$ cat config.mk
export PLATFORM = sky130hd
export DESIGN_NAME = led_blink_sched
export DESIGN_NICKNAME = d
export VERILOG_FILES = /design/src/rtl/led_sched_pkg.sv /design/src/rtl/led_tick_gen.sv /design/src/rtl/led_blink_sched.sv
export SDC_FILE = /design/constraint.sdc
export NUM_CORES = 1
export LEC_CHECK = 0
export CAP_MARGIN = 0
export CORE_MARGIN = 10
export CORE_UTILIZATION = 30
export CTS_CLUSTER_DIAMETER = 100
export DETAILED_ROUTE_END_ITERATION = 10
export GPL_TIMING_DRIVEN = 0
export PLACE_DENSITY_LB_ADDON = 0.08
export SYNTH_ARGS = -nofsm -noshare
export SYNTH_HDL_FRONTEND = slang
export SYNTH_SLANG_ARGS = --single-unit
$ cat constraint.sdc
create_clock -name sys_clk50m -period 4.54 [get_ports sys_clk50m]
set_input_delay 0.454 -clock sys_clk50m [delete_from_list [all_inputs] [get_ports sys_clk50m]]
set_output_delay 0.454 -clock sys_clk50m [all_outputs]
set_load 0.005 [all_outputs]
$ cat src/rtl/led_sched_pkg.sv
// led_sched_pkg: shared types, widths and arbitration helpers for the LED blink scheduler.
package led_sched_pkg;

    typedef enum logic [1:0] {
        IDLE = 2'd0,
        ON   = 2'd1,
        OFF  = 2'd2,
        GAP  = 2'd3
    } state_t;

    localparam int NREQ     = 4;
    localparam int PERIOD_W = 16;
    localparam int COUNT_W  = 8;
    localparam int IDX_W    = 2;

    // Round-robin: first requester after 'last', wrapping, with 'last' itself lowest.
    function automatic logic [IDX_W-1:0] rr_pick(input logic [NREQ-1:0] r,
                                                 input logic [IDX_W-1:0] last);
        logic [IDX_W-1:0] idx;
        rr_pick = last;
        // Walk from farthest to nearest so the nearest requesting index is kept.
        for (int k = NREQ; k >= 1; k--) begin
            idx = last + k[IDX_W-1:0];
            if (r[idx]) rr_pick = idx;
        end
    endfunction

    // Fixed priority: lowest requesting index wins.
    function automatic logic [IDX_W-1:0] prio_pick(input logic [NREQ-1:0] r);
        prio_pick = '0;
        for (int k = NREQ - 1; k >= 0; k--) begin
            if (r[k]) prio_pick = IDX_W'(k);
        end
    endfunction

endpackage

$ cat src/rtl/led_tick_gen.sv
// led_tick_gen: timebase prescaler counting 0..DIV-1; tick is high on the last count.
// clear restarts the count so every phase starts on a full tick interval.
module led_tick_gen #(
    parameter int DIV = 50_000
) (
    input  logic sys_clk50m,
    input  logic sys_rst,
    input  logic clear,
    output logic tick
);
    localparam int CW = (DIV > 2) ? $clog2(DIV) : 1;
    localparam logic [CW-1:0] LAST = CW'(DIV - 1);

    logic [CW-1:0] cnt;

    // Prescaler: restart on clear, wrap after DIV-1.
    always_ff @(posedge sys_clk50m or posedge sys_rst) begin
        if (sys_rst)                    cnt <= '0;
        else if (clear || cnt == LAST)  cnt <= '0;
        else                            cnt <= cnt + CW'(1);
    end

    assign tick = (cnt == LAST);

endmodule

$ cat src/rtl/led_blink_sched.sv
// led_blink_sched: grants one of four requesters, blinks the LED pair ON/OFF for the
// latched period and count, then enforces an idle GAP before the next grant.
// Macro LED_SCHED_PRIO_EN: fixed lowest-index priority instead of round-robin.
module led_blink_sched
    import led_sched_pkg::*;
#(
    parameter int CLK_HZ  = 50_000_000,
    parameter int TICK_HZ = 1000,
    parameter int GAP_MS  = 100
) (
    input  logic                     sys_clk50m,
    input  logic                     sys_rst,
    input  logic [NREQ-1:0]          req,
    input  logic [NREQ*PERIOD_W-1:0] period_ms,
    input  logic [NREQ*COUNT_W-1:0]  blinks,
    output logic [NREQ-1:0]          gnt,
    output logic [NREQ-1:0]          done,
    output logic                     busy,
    output logic [1:0]               led
);
    // DIV must be at least 2 so a cleared prescaler never ticks immediately.
    localparam int DIV       = CLK_HZ / TICK_HZ;
    localparam int GAP_TICKS = (GAP_MS < 1) ? 1 : GAP_MS;
    localparam logic [PERIOD_W-1:0] GAP_LAST = PERIOD_W'(GAP_TICKS - 1);

    state_t               state, state_nxt;
    logic [PERIOD_W-1:0]  period_q, ph_cnt, ph_last, sel_period;
    logic [COUNT_W-1:0]   rem_q, sel_blinks;
    logic [NREQ-1:0]      gnt_q, done_q;
    logic [IDX_W-1:0]     sel_idx;
    logic                 tick, clear, ph_end;

`ifdef LED_SCHED_PRIO_EN
    assign sel_idx = prio_pick(req);
`else
    logic [IDX_W-1:0] last_q;

    // Round-robin pointer: remembers the last granted index, starts at the top.
    always_ff @(posedge sys_clk50m or posedge sys_rst) begin
        if (sys_rst)                      last_q <= IDX_W'(NREQ - 1);
        else if (state == IDLE && |req)   last_q <= sel_idx;
    end

    assign sel_idx = rr_pick(req, last_q);
`endif

    assign sel_period = period_ms[sel_idx*PERIOD_W +: PERIOD_W];
    assign sel_blinks = blinks[sel_idx*COUNT_W +: COUNT_W];

    led_tick_gen #(.DIV(DIV)) u_tick (
        .sys_clk50m (sys_clk50m),
        .sys_rst    (sys_rst),
        .clear      (clear),
        .tick       (tick)
    );

    // State register.
    always_ff @(posedge sys_clk50m or posedge sys_rst) begin
        if (sys_rst) state <= IDLE;
        else         state <= state_nxt;
    end

    // Next state, phase end detection and LED decode.
    always_comb begin
        state_nxt = state;
        ph_last   = (state == GAP) ? GAP_LAST : period_q - PERIOD_W'(1);
        ph_end    = tick && (ph_cnt == ph_last);
        led       = 2'b00;
        case (state)
            IDLE: if (|req) state_nxt = ON;
            ON: begin
                // A zero blink count passes through ON for the grant cycle only.
                if (rem_q == '0) state_nxt = GAP;
                else begin
                    led = 2'b01;
                    if (ph_end) state_nxt = OFF;
                end
            end
            OFF: begin
                led = 2'b10;
                if (ph_end) state_nxt = (rem_q == COUNT_W'(1)) ? GAP : ON;
            end
            GAP:     if (ph_end) state_nxt = IDLE;
            default: state_nxt = IDLE;
        endcase
        // Every phase entry (including OFF->ON) starts a fresh tick interval.
        clear = (state == IDLE) || (state_nxt != state);
    end

    // Service datapath: latch on grant, count ticks within a phase, count blinks down.
    always_ff @(posedge sys_clk50m or posedge sys_rst) begin
        if (sys_rst) begin
            period_q <= '0;
            rem_q    <= '0;
            ph_cnt   <= '0;
            gnt_q    <= '0;
            done_q   <= '0;
        end else begin
            done_q <= '0;
            if (state_nxt != state) ph_cnt <= '0;
            else if (tick)          ph_cnt <= ph_cnt + PERIOD_W'(1);
            if (state == IDLE && |req) begin
                period_q <= (sel_period == '0) ? PERIOD_W'(1) : sel_period;
                rem_q    <= sel_blinks;
                gnt_q    <= {{(NREQ-1){1'b0}}, 1'b1} << sel_idx;
            end
            if (state == OFF && ph_end) rem_q <= rem_q - COUNT_W'(1);
            if (state != GAP && state_nxt == GAP) begin
                gnt_q  <= '0;
                done_q <= gnt_q;
            end
        end
    end

    assign gnt  = gnt_q;
    assign done = done_q;
    assign busy = (state != IDLE);

endmodule

==> flow_summary.json <==
{
  "grt_pass1_wl_um": 26000,
  "hold_path_class": "flop to flop",
  "drt_pass1_iterations": 4,
  "fin_cells": 942,
  "finalMaxSlewViolations": 0,
  "yosysTopAreaCell": "dfrtp_1",
  "root_buffer": "clkbuf_16",
  "cts.path.max_buffers": 2,
  "antenna_found_initial": 0,
  "via_per_inst": 5.03,
  "drcViolationCount": 0,
  "placed_cells": 924,
  "synth_cell_types": 63,
  "critPathMaxFanout": 10,
  "wirelength_um": 15700,
  "start_util_pct": 30.5,
  "setup_viol": 0,
  "ant_nets": 0,
  "netlist.area_leader.share_pct": 32.7,
  "syn_inst": 592,
  "finalHoldViolations": 0,
  "final_nets": 829,
  "hpwl_um": 12500,
  "endpoint_kind": "flop",
  "vias": 4741,
  "numClockSinks": 68,
  "ys_ff_latch": 68,
  "h-tree-depth": 3,
  "setup_tns_ns": 0,
  "netlist_top_cells_area": "dfrtp_1, nand2_1, mux2_2, mux2i_1, xnor2_1",
  "slew_headroom_pct": 27.6,
  "yosysMostFrequentCell": "nand2_1",
  "async_reset_ff_share_pct": 100,
  "drt-initial-drc-count": 255,
  "power.leakage_uw": 0.00272,
  "core_um2": 16500,
  "rows": 47,
  "syn_to_final_growth_pct": 34.1,
  "synth_ff_type": "dfrtp_1",
  "yosysWarningCount": 0,
  "fin_total_pwr_uw": 1720,
  "min_period_over_period_pct": 93.9,
  "grt_max_degree": 69,
  "portBuffers": 112,
  "grtUsageTotal_pct": 14.4,
  "clk_latency_ns": 0.34,
  "ys_seq_area_share_pct": 33.8,
  "synth_area_um2": 5040,
  "tightest_slew_ns": 1.08,
  "synth_edf_count": 0,
  "gp_congestion": 0.816,
  "vdd_ir_drop_max_mv": 0.185,
  "die-height_um": 150,
  "start_kind": "flop",
  "maxCapViolations": 0,
  "grt-ovfl-total": 0,
  "path_class": "flop to flop",
  "post-route-min-period_ns": 4.26,
  "cts_tree": "done",
  "power.density_nw_per_um2": 254,
  "grt_pass1_vias": 4984,
  "crit_arrival_ns": 4.47,
  "cts_buffers": 9,
  "dieArea_um2": 22400,
  "clock.fmax_mhz": 235,
  "clk_pin_slew_ns": 0.06,
  "drive_gt1_share_pct": 8.45,
  "status": "complete, no violations",
  "boundaryPins": 113,
  "wl_per_cell_um": 16.7,
  "antennaDiodeCount": 0,
  "syn_nets": 704,
  "skew_ns": 0.00742,
  "die_w_um": 150,
  "cts_resized": 0,
  "synth.avg_cell_area_um2": 8.52,
  "synthTopCellsByCount": "nand2_1, dfrtp_1, nor2_1",
  "worstPathRequired_ns": 4.75
}
## cell families (layout without fill, tap and decap cells)
family | count (synthesis) | in the layout | synth area share [%]
xor gates and xnor gates | 39 | 39 | 7.32
AOI/OAI and AO/OA | 99 | 99 | 13.1
DFF | 68 | 68 | 33.8
muxes | 54 | 54 | 11.4
buffers and inverters | 54 | 184 | 4.17
and+or+nand+nor | 268 | 268 | 27.7
adders and majority gates | 10 | 10 | 2.48
## final timing paths
kind / slack [ns] / from / cells after the start / to
worst max-delay path: 0.28 / period_q[0] / 13 / ph_cnt[8]
worst min-delay path: 0.48 / u_tick.cnt[0] / 1 / u_tick.cnt[0]
worst max register to register: 0.28 / period_q[0] / 13 / ph_cnt[8]
worst min register to register: 0.48 / u_tick.cnt[0] / 1 / u_tick.cnt[0]
max in group asynchronous: 3.35 / sys_rst / 2 / ph_cnt[9]
min in group asynchronous: 0.65 / sys_rst / 2 / rem_q[5]
## stage by stage
stage	setup WS [ns]	util, %	instance area [um^2]	hold WS, ns
4_1_cts	0.0419	40.8	6750	0.486
3_3_place_gp	0.142	39.0	6440	0.468
5_1_grt	-0.00789	40.9	6760	0.521
6_report	0.279	40.9	6760	0.479
3_5_place_dp	0.0781	39.0	6440	0.476
2_1_floorplan	0.924	-	5040	0.444
## registers in the layout, indices dropped and copies added (netlist names)
signal and flops:
done 4, gnt 4, last_q 2, period_q 16, ph_cnt 16, rem_q 8, state 2, u_tick.cnt 16
## where the power goes
part	internal [uW]	total [uW]	leakage (uW)	switching (uW)
clock network	453	719	0.000149	265
registers	626	653	0.000874	27.1
logic	186	349	0.00170	163
total	1270	1720	0.00272	455
## area by class of cell
type	instances	area, um^2
fill	1687	9760
multi-input combinational	470	3130
sequential	68	1700
timing repair buffer	114	1140
tap	220	275
clock buffer	12	256
buffer	36	143
inverter	18	70.1
clock inverter	4	47.5
## worst max-delay path, cell delays in order, from the launching register on
cell and delay, ns:
dfrtp_1 0.45, inv_1 0.11, ha_1 0.19, nor3b_1 0.50
nand4_1 0.27, xnor2_1 0.22, o31a_1 0.24, o311ai_1 0.51
nor4b_4 0.29, buf_4 0.18, mux2i_1 0.42, mux2i_2 0.37
buf_2 0.30, nor3_1 0.08
## repair_timing
action                                 in CTS  in global routing
hold buffers                                0                  0
endpoints found under the hold margin       0                  0
setup buffers                               0                  2
setup endpoints to repair                   0                 32
## cell usage in the layout, fill, tap and decap left out, types with 3 or more instances in the layout
master and instances:
and3_1 11, o31ai_1 9, o21ai_0 30, nand4_1 15
or3_1 9, or2_2 3, or4_1 6, xor2_1 14
a211oi_1 6, mux2i_1 28, nor2b_1 5, o21a_1 4
mux2_2 25, nor4_1 28, nand2_1 90, and4_1 3
nor3b_1 3, dfrtp_1 66, ha_1 10, xnor2_1 23
o211ai_1 8, buf_2 6, inv_1 16, clkbuf_1 30
nor3_1 28, nand3_1 19, a21oi_1 18, nor2_1 31
clkdlybuf4s50_1 112, a31oi_1 3, a32oi_1 3, clkbuf_16 9
## per-layer routing
| layer | up-vias | wire (um) | share of wire (%) | global-route usage [%] |
|---|---|---|---|---|
| met2 | 115 | 7100 | 45 | 22.6 |
| li1 | 2420 | - | - | - |
| met4 | 0 | 185 | 1.2 | 3.64 |
| met1 | 2195 | 7310 | 47 | 18.0 |
| met5 | - | 0 | 0 | 0 |
| met3 | 11 | 1110 | 7.0 | 5.56 |
(Power assumes the default switching activity.)
